`config.mk`:
```
export PLATFORM = sky130hd
export DESIGN_NAME = acorn128_stream_core
export DESIGN_NICKNAME = d
export VERILOG_FILES = /design/src/rtl/acorn128_stream_core.sv
export SDC_FILE = /design/constraint.sdc
export NUM_CORES = 2
export LEC_CHECK = 0
export BUFFER_PORTS_ARGS = -buffer_cell sky130_fd_sc_hd__buf_2
export CORE_MARGIN = 5
export CORE_UTILIZATION = 45
export DETAILED_ROUTE_END_ITERATION = 8
export PLACE_DENSITY_LB_ADDON = 0.05
export SYNTH_ARGS = -nofsm -noshare
export SYNTH_HDL_FRONTEND = slang
export SYNTH_SLANG_ARGS = --single-unit
```
`constraint.sdc`:
```
create_clock -name clk -period 36.4 [get_ports clk]
set_input_delay 0 -clock clk [delete_from_list [all_inputs] [get_ports clk]]
set_output_delay 0 -clock clk [all_outputs]
set_load 0.01 [all_outputs]
```
`src/rtl/acorn128_stream_core.sv`:
```
// rtl/acorn128_stream_core.sv - ACORN-128 v3 AEAD engine, W steps per clock, streamed AD/message
module acorn128_stream_core #(
  parameter int W     = 8,
  parameter int LEN_W = 32
) (
  input  logic             clk,
  input  logic             rst,
  input  logic             start_i,
  input  logic             decrypt_i,
  input  logic [127:0]     key_i,
  input  logic [127:0]     iv_i,
  input  logic [LEN_W-1:0] ad_len_i,
  input  logic [LEN_W-1:0] msg_len_i,
  input  logic [127:0]     tag_i,
  input  logic             din_valid_i,
  output logic             din_ready_o,
  input  logic [W-1:0]     din_i,
  output logic             dout_valid_o,
  output logic [W-1:0]     dout_o,
  output logic [127:0]     tag_o,
  output logic             done_o,
  output logic             auth_ok_o,
  output logic             busy_o
);

  localparam int          LOG2W     = $clog2(W);
  localparam logic [10:0] STEP_W    = 11'(W);
  localparam logic [10:0] INIT_LAST = 11'(1792 - W);
  localparam logic [10:0] PAD_LAST  = 11'(256 - W);
  localparam logic [10:0] FIN_LAST  = 11'(768 - W);

  typedef enum logic [2:0] {
    S_IDLE, S_INIT, S_AD, S_AD_PAD, S_MSG, S_MSG_PAD, S_FINAL, S_DONE
  } state_t;

  state_t             r_fsm;
  state_t             w_fsm_next;
  logic               w_step_en;
  logic               w_hs;

  logic [292:0]       r_state;
  logic [127:0]       r_tag;
  logic [127:0]       r_tag_exp;
  logic [127:0]       r_key;
  logic [127:0]       r_iv;
  logic               r_decrypt;
  logic [LEN_W-1:0]   r_ad_words;
  logic [LEN_W-1:0]   r_msg_words;
  logic [LEN_W-1:0]   r_len_cnt;
  logic [10:0]        r_step_cnt;
  logic [W-1:0]       r_dout;
  logic               r_dout_valid;
  logic               r_auth;

  logic [292:0]       w_s;
  logic [127:0]       w_tag_next;
  logic [W-1:0]       w_dout;
  logic [10:0]        w_k;
  logic               w_m;
  logic               w_ca;
  logic               w_cb;
  logic               w_ks;
  logic               w_f;

  function automatic logic maj(input logic a, input logic b, input logic c);
    return (a & b) ^ (a & c) ^ (b & c);
  endfunction

  function automatic logic ch(input logic a, input logic b, input logic c);
    return (a & b) ^ (~a & c);
  endfunction

  // FSM state register
  always_ff @(posedge clk or posedge rst) begin
    if (rst) r_fsm <= S_IDLE;
    else     r_fsm <= w_fsm_next;
  end

  // Next-state logic, step enable and input handshake
  always_comb begin
    w_fsm_next = r_fsm;
    w_step_en  = 1'b0;
    w_hs       = 1'b0;
    case (r_fsm)
      S_IDLE: begin
        if (start_i) w_fsm_next = S_INIT;
      end
      S_INIT: begin
        w_step_en = 1'b1;
        if (r_step_cnt == INIT_LAST)
          w_fsm_next = (r_ad_words == '0) ? S_AD_PAD : S_AD;
      end
      S_AD: begin
        w_hs      = din_valid_i;
        w_step_en = din_valid_i;
        if (din_valid_i && (r_len_cnt == LEN_W'(1))) w_fsm_next = S_AD_PAD;
      end
      S_AD_PAD: begin
        w_step_en = 1'b1;
        if (r_step_cnt == PAD_LAST)
          w_fsm_next = (r_msg_words == '0) ? S_MSG_PAD : S_MSG;
      end
      S_MSG: begin
        w_hs      = din_valid_i;
        w_step_en = din_valid_i;
        if (din_valid_i && (r_len_cnt == LEN_W'(1))) w_fsm_next = S_MSG_PAD;
      end
      S_MSG_PAD: begin
        w_step_en = 1'b1;
        if (r_step_cnt == PAD_LAST) w_fsm_next = S_FINAL;
      end
      S_FINAL: begin
        w_step_en = 1'b1;
        if (r_step_cnt == FIN_LAST) w_fsm_next = S_DONE;
      end
      S_DONE: begin
        w_fsm_next = S_IDLE;
      end
      default: w_fsm_next = S_IDLE;
    endcase
  end

  // W chained state-update steps; step j uses phase step index r_step_cnt+j
  always_comb begin
    w_s        = r_state;
    w_tag_next = r_tag;
    w_dout     = '0;
    w_k        = '0;
    w_m        = 1'b0;
    w_ca       = 1'b0;
    w_cb       = 1'b0;
    w_ks       = 1'b0;
    w_f        = 1'b0;
    for (int j = 0; j < W; j++) begin
      w_k  = r_step_cnt + 11'(j);
      w_m  = 1'b0;
      w_ca = 1'b1;
      w_cb = 1'b1;
      case (r_fsm)
        S_INIT: begin
          if (w_k == 11'd256)        w_m = r_key[0] ^ 1'b1;
          else if (w_k[10:7] == 4'd1) w_m = r_iv[w_k[6:0]];
          else                        w_m = r_key[w_k[6:0]];
        end
        S_AD: w_m = din_i[j];
        S_AD_PAD: begin
          w_m  = (w_k == 11'd0);
          w_ca = (w_k < 11'd128);
        end
        S_MSG: begin
          w_m  = din_i[j];
          w_cb = 1'b0;
        end
        S_MSG_PAD: begin
          w_m  = (w_k == 11'd0);
          w_ca = (w_k < 11'd128);
          w_cb = 1'b0;
        end
        default: ;
      endcase
      w_s[289] = w_s[289] ^ w_s[235] ^ w_s[230];
      w_s[230] = w_s[230] ^ w_s[196] ^ w_s[193];
      w_s[193] = w_s[193] ^ w_s[160] ^ w_s[154];
      w_s[154] = w_s[154] ^ w_s[111] ^ w_s[107];
      w_s[107] = w_s[107] ^ w_s[66]  ^ w_s[61];
      w_s[61]  = w_s[61]  ^ w_s[23]  ^ w_s[0];
      w_ks = w_s[12] ^ w_s[154] ^ maj(w_s[235], w_s[61], w_s[193])
           ^ ch(w_s[230], w_s[111], w_s[66]);
      if (r_fsm == S_MSG) begin
        w_dout[j] = din_i[j] ^ w_ks;
        // decryption absorbs the recovered plaintext, not the ciphertext
        if (r_decrypt) w_m = w_dout[j];
      end
      w_f = w_s[0] ^ ~w_s[107] ^ maj(w_s[244], w_s[23], w_s[160])
          ^ (w_ca & w_s[196]) ^ (w_cb & w_ks);
      w_s = {w_f ^ w_m, w_s[292:1]};
      // last 128 of 768 finalisation steps; 640 is a multiple of 128
      if ((r_fsm == S_FINAL) && (w_k >= 11'd640)) w_tag_next[w_k[6:0]] = w_ks;
    end
  end

  // Datapath: operand latch, state/tag update, counters, output word and auth flag
  always_ff @(posedge clk or posedge rst) begin
    if (rst) begin
      r_state      <= '0;
      r_tag        <= '0;
      r_tag_exp    <= '0;
      r_key        <= '0;
      r_iv         <= '0;
      r_decrypt    <= 1'b0;
      r_ad_words   <= '0;
      r_msg_words  <= '0;
      r_len_cnt    <= '0;
      r_step_cnt   <= '0;
      r_dout       <= '0;
      r_dout_valid <= 1'b0;
      r_auth       <= 1'b0;
    end else begin
      r_dout_valid <= 1'b0;
      if (r_fsm == S_IDLE) begin
        if (start_i) begin
          r_key       <= key_i;
          r_iv        <= iv_i;
          r_decrypt   <= decrypt_i;
          r_tag_exp   <= tag_i;
          r_ad_words  <= ad_len_i >> LOG2W;
          r_msg_words <= msg_len_i >> LOG2W;
          r_state     <= '0;
          r_tag       <= '0;
          r_auth      <= 1'b0;
          r_step_cnt  <= '0;
        end
      end else begin
        if (w_step_en) begin
          r_state <= w_s;
          r_tag   <= w_tag_next;
        end
        if (w_fsm_next != r_fsm)  r_step_cnt <= '0;
        else if (w_step_en)       r_step_cnt <= r_step_cnt + STEP_W;
        if ((w_fsm_next == S_AD) && (r_fsm != S_AD))         r_len_cnt <= r_ad_words;
        else if ((w_fsm_next == S_MSG) && (r_fsm != S_MSG))  r_len_cnt <= r_msg_words;
        else if (w_hs)                                        r_len_cnt <= r_len_cnt - LEN_W'(1);
        if (w_hs && (r_fsm == S_MSG)) begin
          r_dout       <= w_dout;
          r_dout_valid <= 1'b1;
        end
        if ((r_fsm == S_FINAL) && (w_fsm_next == S_DONE))
          r_auth <= (w_tag_next == r_tag_exp);
      end
    end
  end

  assign din_ready_o  = (r_fsm == S_AD) || (r_fsm == S_MSG);
  assign dout_valid_o = r_dout_valid;
  assign dout_o       = r_dout;
  assign tag_o        = r_tag;
  assign done_o       = (r_fsm == S_DONE);
  assign auth_ok_o    = r_auth;
  assign busy_o       = (r_fsm != S_IDLE) && (r_fsm != S_DONE);

endmodule

```
==> results.md <==
- Status: finished clean
- Number of remaining DRC errors: 0
- Total CTS buffers: 102
- Routed length per instance: 24.3 um
- Initial core utilization: 0.454
- Skew final: 40.4 ps
- Pleak: 29.1 nW
- Clock Pin Slew Worst Setup and Hold Paths: 60 ps
- Post-synth EDFFs: 0
- Gr usage total: 0.338
- Worst slack, placed: 31,460 ps
- R2r setup slk: 31,360 ps
- Most common cell on crit path: nand3_1
- CTS tree: done
- Post-DP HPWL: 123,000 um
- First-pass GRT wire length: 273,000 um
- # setup viols final: 0
- Worst Tran Pin Value: 1390 ps
- Pwr dens: 104 nW/um2
- Die area: 106,000 um2
- Post-Syn Area per Cell: 8.87 um2
- CP Cell Sequence: nor3_1, and2_4, or2_2, a211oi_1, nand3_1, and2_1, nand2_1, nand3_1, xor2_1, nor2_1
- Multi-input logic area: 20,500 um2
- Worst setup SP type: flop
- Fmax: 198 MHz
- Synth Area in XOR/XNOR: 0.0705
- Final WS setup: 31,360 ps
- RSZ-0062 raised after global routing: no
- Main synth FF type: dfrtp_1
- Crit path capture type: flop
- Non-filler cells, final: 7,522
- Port-buffer cells: 595
- CP max stage delay: 810 ps
- Req. time, crit path: 36,990 ps
- Die height: 325 um
- H-tree depth reported by CTS: 3
- Placed instance count: 6,677
- Vias in the first global route: 41.9k
- Root buf cell: clkbuf_16
- Post-synthesis mux area share: 0.0486
- Fin. Hold Viols: 0
- Register bit count reported by yosys: 917
- Min-Delay Path Class: in2async
- Adder-cell share of the synthesized area: 0.00615
- Crit-path slowest cell: nand2_1
- Compound-gate portion of the synthesized area: 0.0832
- Antenna viol nets, final: 0
- Die W: 325 um
- Asr flop ratio synth: 1.00
- FF/Latch Area: 23,000 um2
- Setup Fix Bufs, Post-CTS: 0
- Tcrit/Tclk final: 0.139
- Mapped Area: 44,800 um2
- CP startpoint: r_fsm[0]
- Initial antenna violation count: 29
- # IOs: 602
- Number of distinct library cells after synthesis: 80
- Fillers: 8,541
- Worst vdd ir: 0.184 mV
- DRT iter0 DRCs: 4,280
- Largest net degree at the start of global routing: 230
- Worst r2r src: r_fsm[0]
- Worst-path fanout max: 30
- Synth warn: 0
- Skew-Pair Late Insertion Delay: 720 ps
- Max_slew headroom: 0.0707
- Routed wire length: 183,000 um
- Setup CP Type: reg2reg
- Gp weighted congestion: 0.990
- Area growth from synthesis to layout: 31.7%
- Overflow after GRT: 0
- Worst EP arrival: 5640 ps
- Vias per cell: 5.58
- Fraction of the mapped netlist area in simple logic gates: 0.246
- R2r endpoint: r_len_cnt[31]
- Clk sinks: 917
- Rows: 115
- Final setup TNS: 0 ps
- Sequential share of the synthesized area: 0.512
- Syn_nets: 5,517
- Max-cap violations: 0
- Synthesized instance count: 5,050
- Initial DRT Pass Iterations: 6
- Largest family of logic cells by synthesized area: simple AND/OR/NAND/NOR gates
- Share of cells above drive strength 1: 0.156
- Period minus WS final: 5040 ps
- Via count: 42.0k
- Nets: 6,599
- Slew Limit Fails: 0
- Core Region: 98,600 um2
- R2R cell count: 10
- Clock Path Buffers: 3
-- per-stage QoR --
stage / hold slack (ps) / cell area [um2] / util / power, W
2_1_floorplan: 105 / 44800 / - / 0.00339
3_3_place_gp: 192 / 48900 / 0.496 / 0.00482
3_5_place_dp: 192 / 48900 / 0.496 / 0.00484
4_1_cts: 0.389 / 58900 / 0.598 / 0.00604
5_1_grt: 21.7 / 58900 / 0.598 / 0.00632
6_report: 18.5 / 59000 / 0.598 / 0.00613
-- timing repair --
item,4_1_cts,5_1_grt
hold buffers,638,0
resized for setup,0,0
endpoints found under the setup margin,0,0
hold endpoints to repair,591,0
-- power by group --
part | internal (W) | total [W] | switching [W]
logic | 0.00112 | 0.00337 | 0.00224
clock network | 0.000668 | 0.00111 | 0.000447
registers | 0.00133 | 0.00165 | 0.000314
-- sequential cells by signal (all words and copies together), names as in the netlist --
register      flops
auth_ok_o         1
dout_o            8
dout_valid_o      1
r_ad_words       29
r_decrypt         1
r_fsm             3
r_iv            128
r_key           128
r_len_cnt        32
r_msg_words      29
r_state         293
r_step_cnt        8
r_tag_exp       128
tag_o           128
-- synthesized netlist by cell type, drive strengths merged, types with 8 or more instances --
cell        n  share of area
o22ai      25         0.0035
maj3       20         0.0045
mux2i      46          0.011
xor3        9         0.0048
xnor3      19         0.0096
nand4      22         0.0031
nand3b     11         0.0018
o2111ai    20         0.0041
nor2b       9         0.0013
buf        41         0.0042
a32oi       8         0.0016
xnor2     167          0.035
o211ai     39         0.0065
dfrtp     917           0.51
clkbuf    291          0.024
nand2b      8         0.0011
nand3     356          0.040
o21ai     300          0.034
mux4       71          0.036
mux2        9         0.0023
a31oi      18         0.0025
a22oi      19         0.0032
o31ai      18         0.0030
o311ai     10         0.0020
nor2       89         0.0075
or2         8         0.0011
xor2      103          0.021
and2        8         0.0011
a21oi      63         0.0070
nor3       50         0.0056
inv        54         0.0045
nor4       39         0.0054
nand2    2066           0.17
o32ai      12         0.0023
o221ai     15         0.0029
or4         8         0.0013
-- metal layers --
layer,up-vias,track usage,share of wire
li1,19100,-,-
met1,20700,0.458,0.42
met2,1773,0.525,0.45
met3,461,0.0751,0.077
met4,20,0.150,0.053
met5,-,0,0.00063
-- area by class of cell --
class                   instances  share of cell area
multi-input cells            3747               0.348
clock buffers                 137              0.0479
repair buffers               1310               0.170
inverters                      54             0.00357
flip-flops and latches        917               0.389
well taps                    1287              0.0273
clock inverters                49              0.0132
diodes                         21            0.000891
-- kinds of logic (layout without fill, tap and decap cells) --
| family | count (synthesis) | count (layout) |
|---|---|---|
| adder cells (fa/ha/maj) | 26 | 26 |
| multiplexers | 126 | 126 |
| other | 0 | 21 |
| AND/OR/NAND/NOR | 2695 | 2695 |
| XOR/XNOR | 298 | 298 |
| buffers and inverters | 386 | 1550 |
| flip-flops | 917 | 917 |
| AO/OA/AOI/OAI | 602 | 602 |
-- how the worst max path moves through the flow --
stage	to	slack, ps	cells past startpoint
floorplan	auth_ok_o	10620	1
global placement	r_len_cnt[29]	31530	10
detailed placement	r_len_cnt[31]	31460	10
CTS	r_len_cnt[31]	31450	10
global route	r_len_cnt[31]	31050	10
finish	r_len_cnt[31]	31360	10
-- placed cells by master, fill, tap and decap left out, drive strengths merged, types with 21 or more instances in the layout --
cell	count
nand2	2066
a21oi	63
nand4	22
inv	58
clkbuf	137
nand3	356
buf	672
o22ai	25
diode	21
nor2	89
dfrtp	917
xnor2	167
nor3	50
mux4	71
clkinv	25
o211ai	39
nor4	39
mux2i	46
dlygate4sd3	638
xor2	103
o21ai	300
-- critical path, delay by kind of cell, from the launching register on --
| family | cells | cell delay (ps) |
|---|---|---|
| simple gates | 8 | 3480 |
| xor+xnor | 1 | 190 |
| flops | 1 | 800 |
| compound gates | 1 | 430 |
Power figures use the tool's default switching activity.
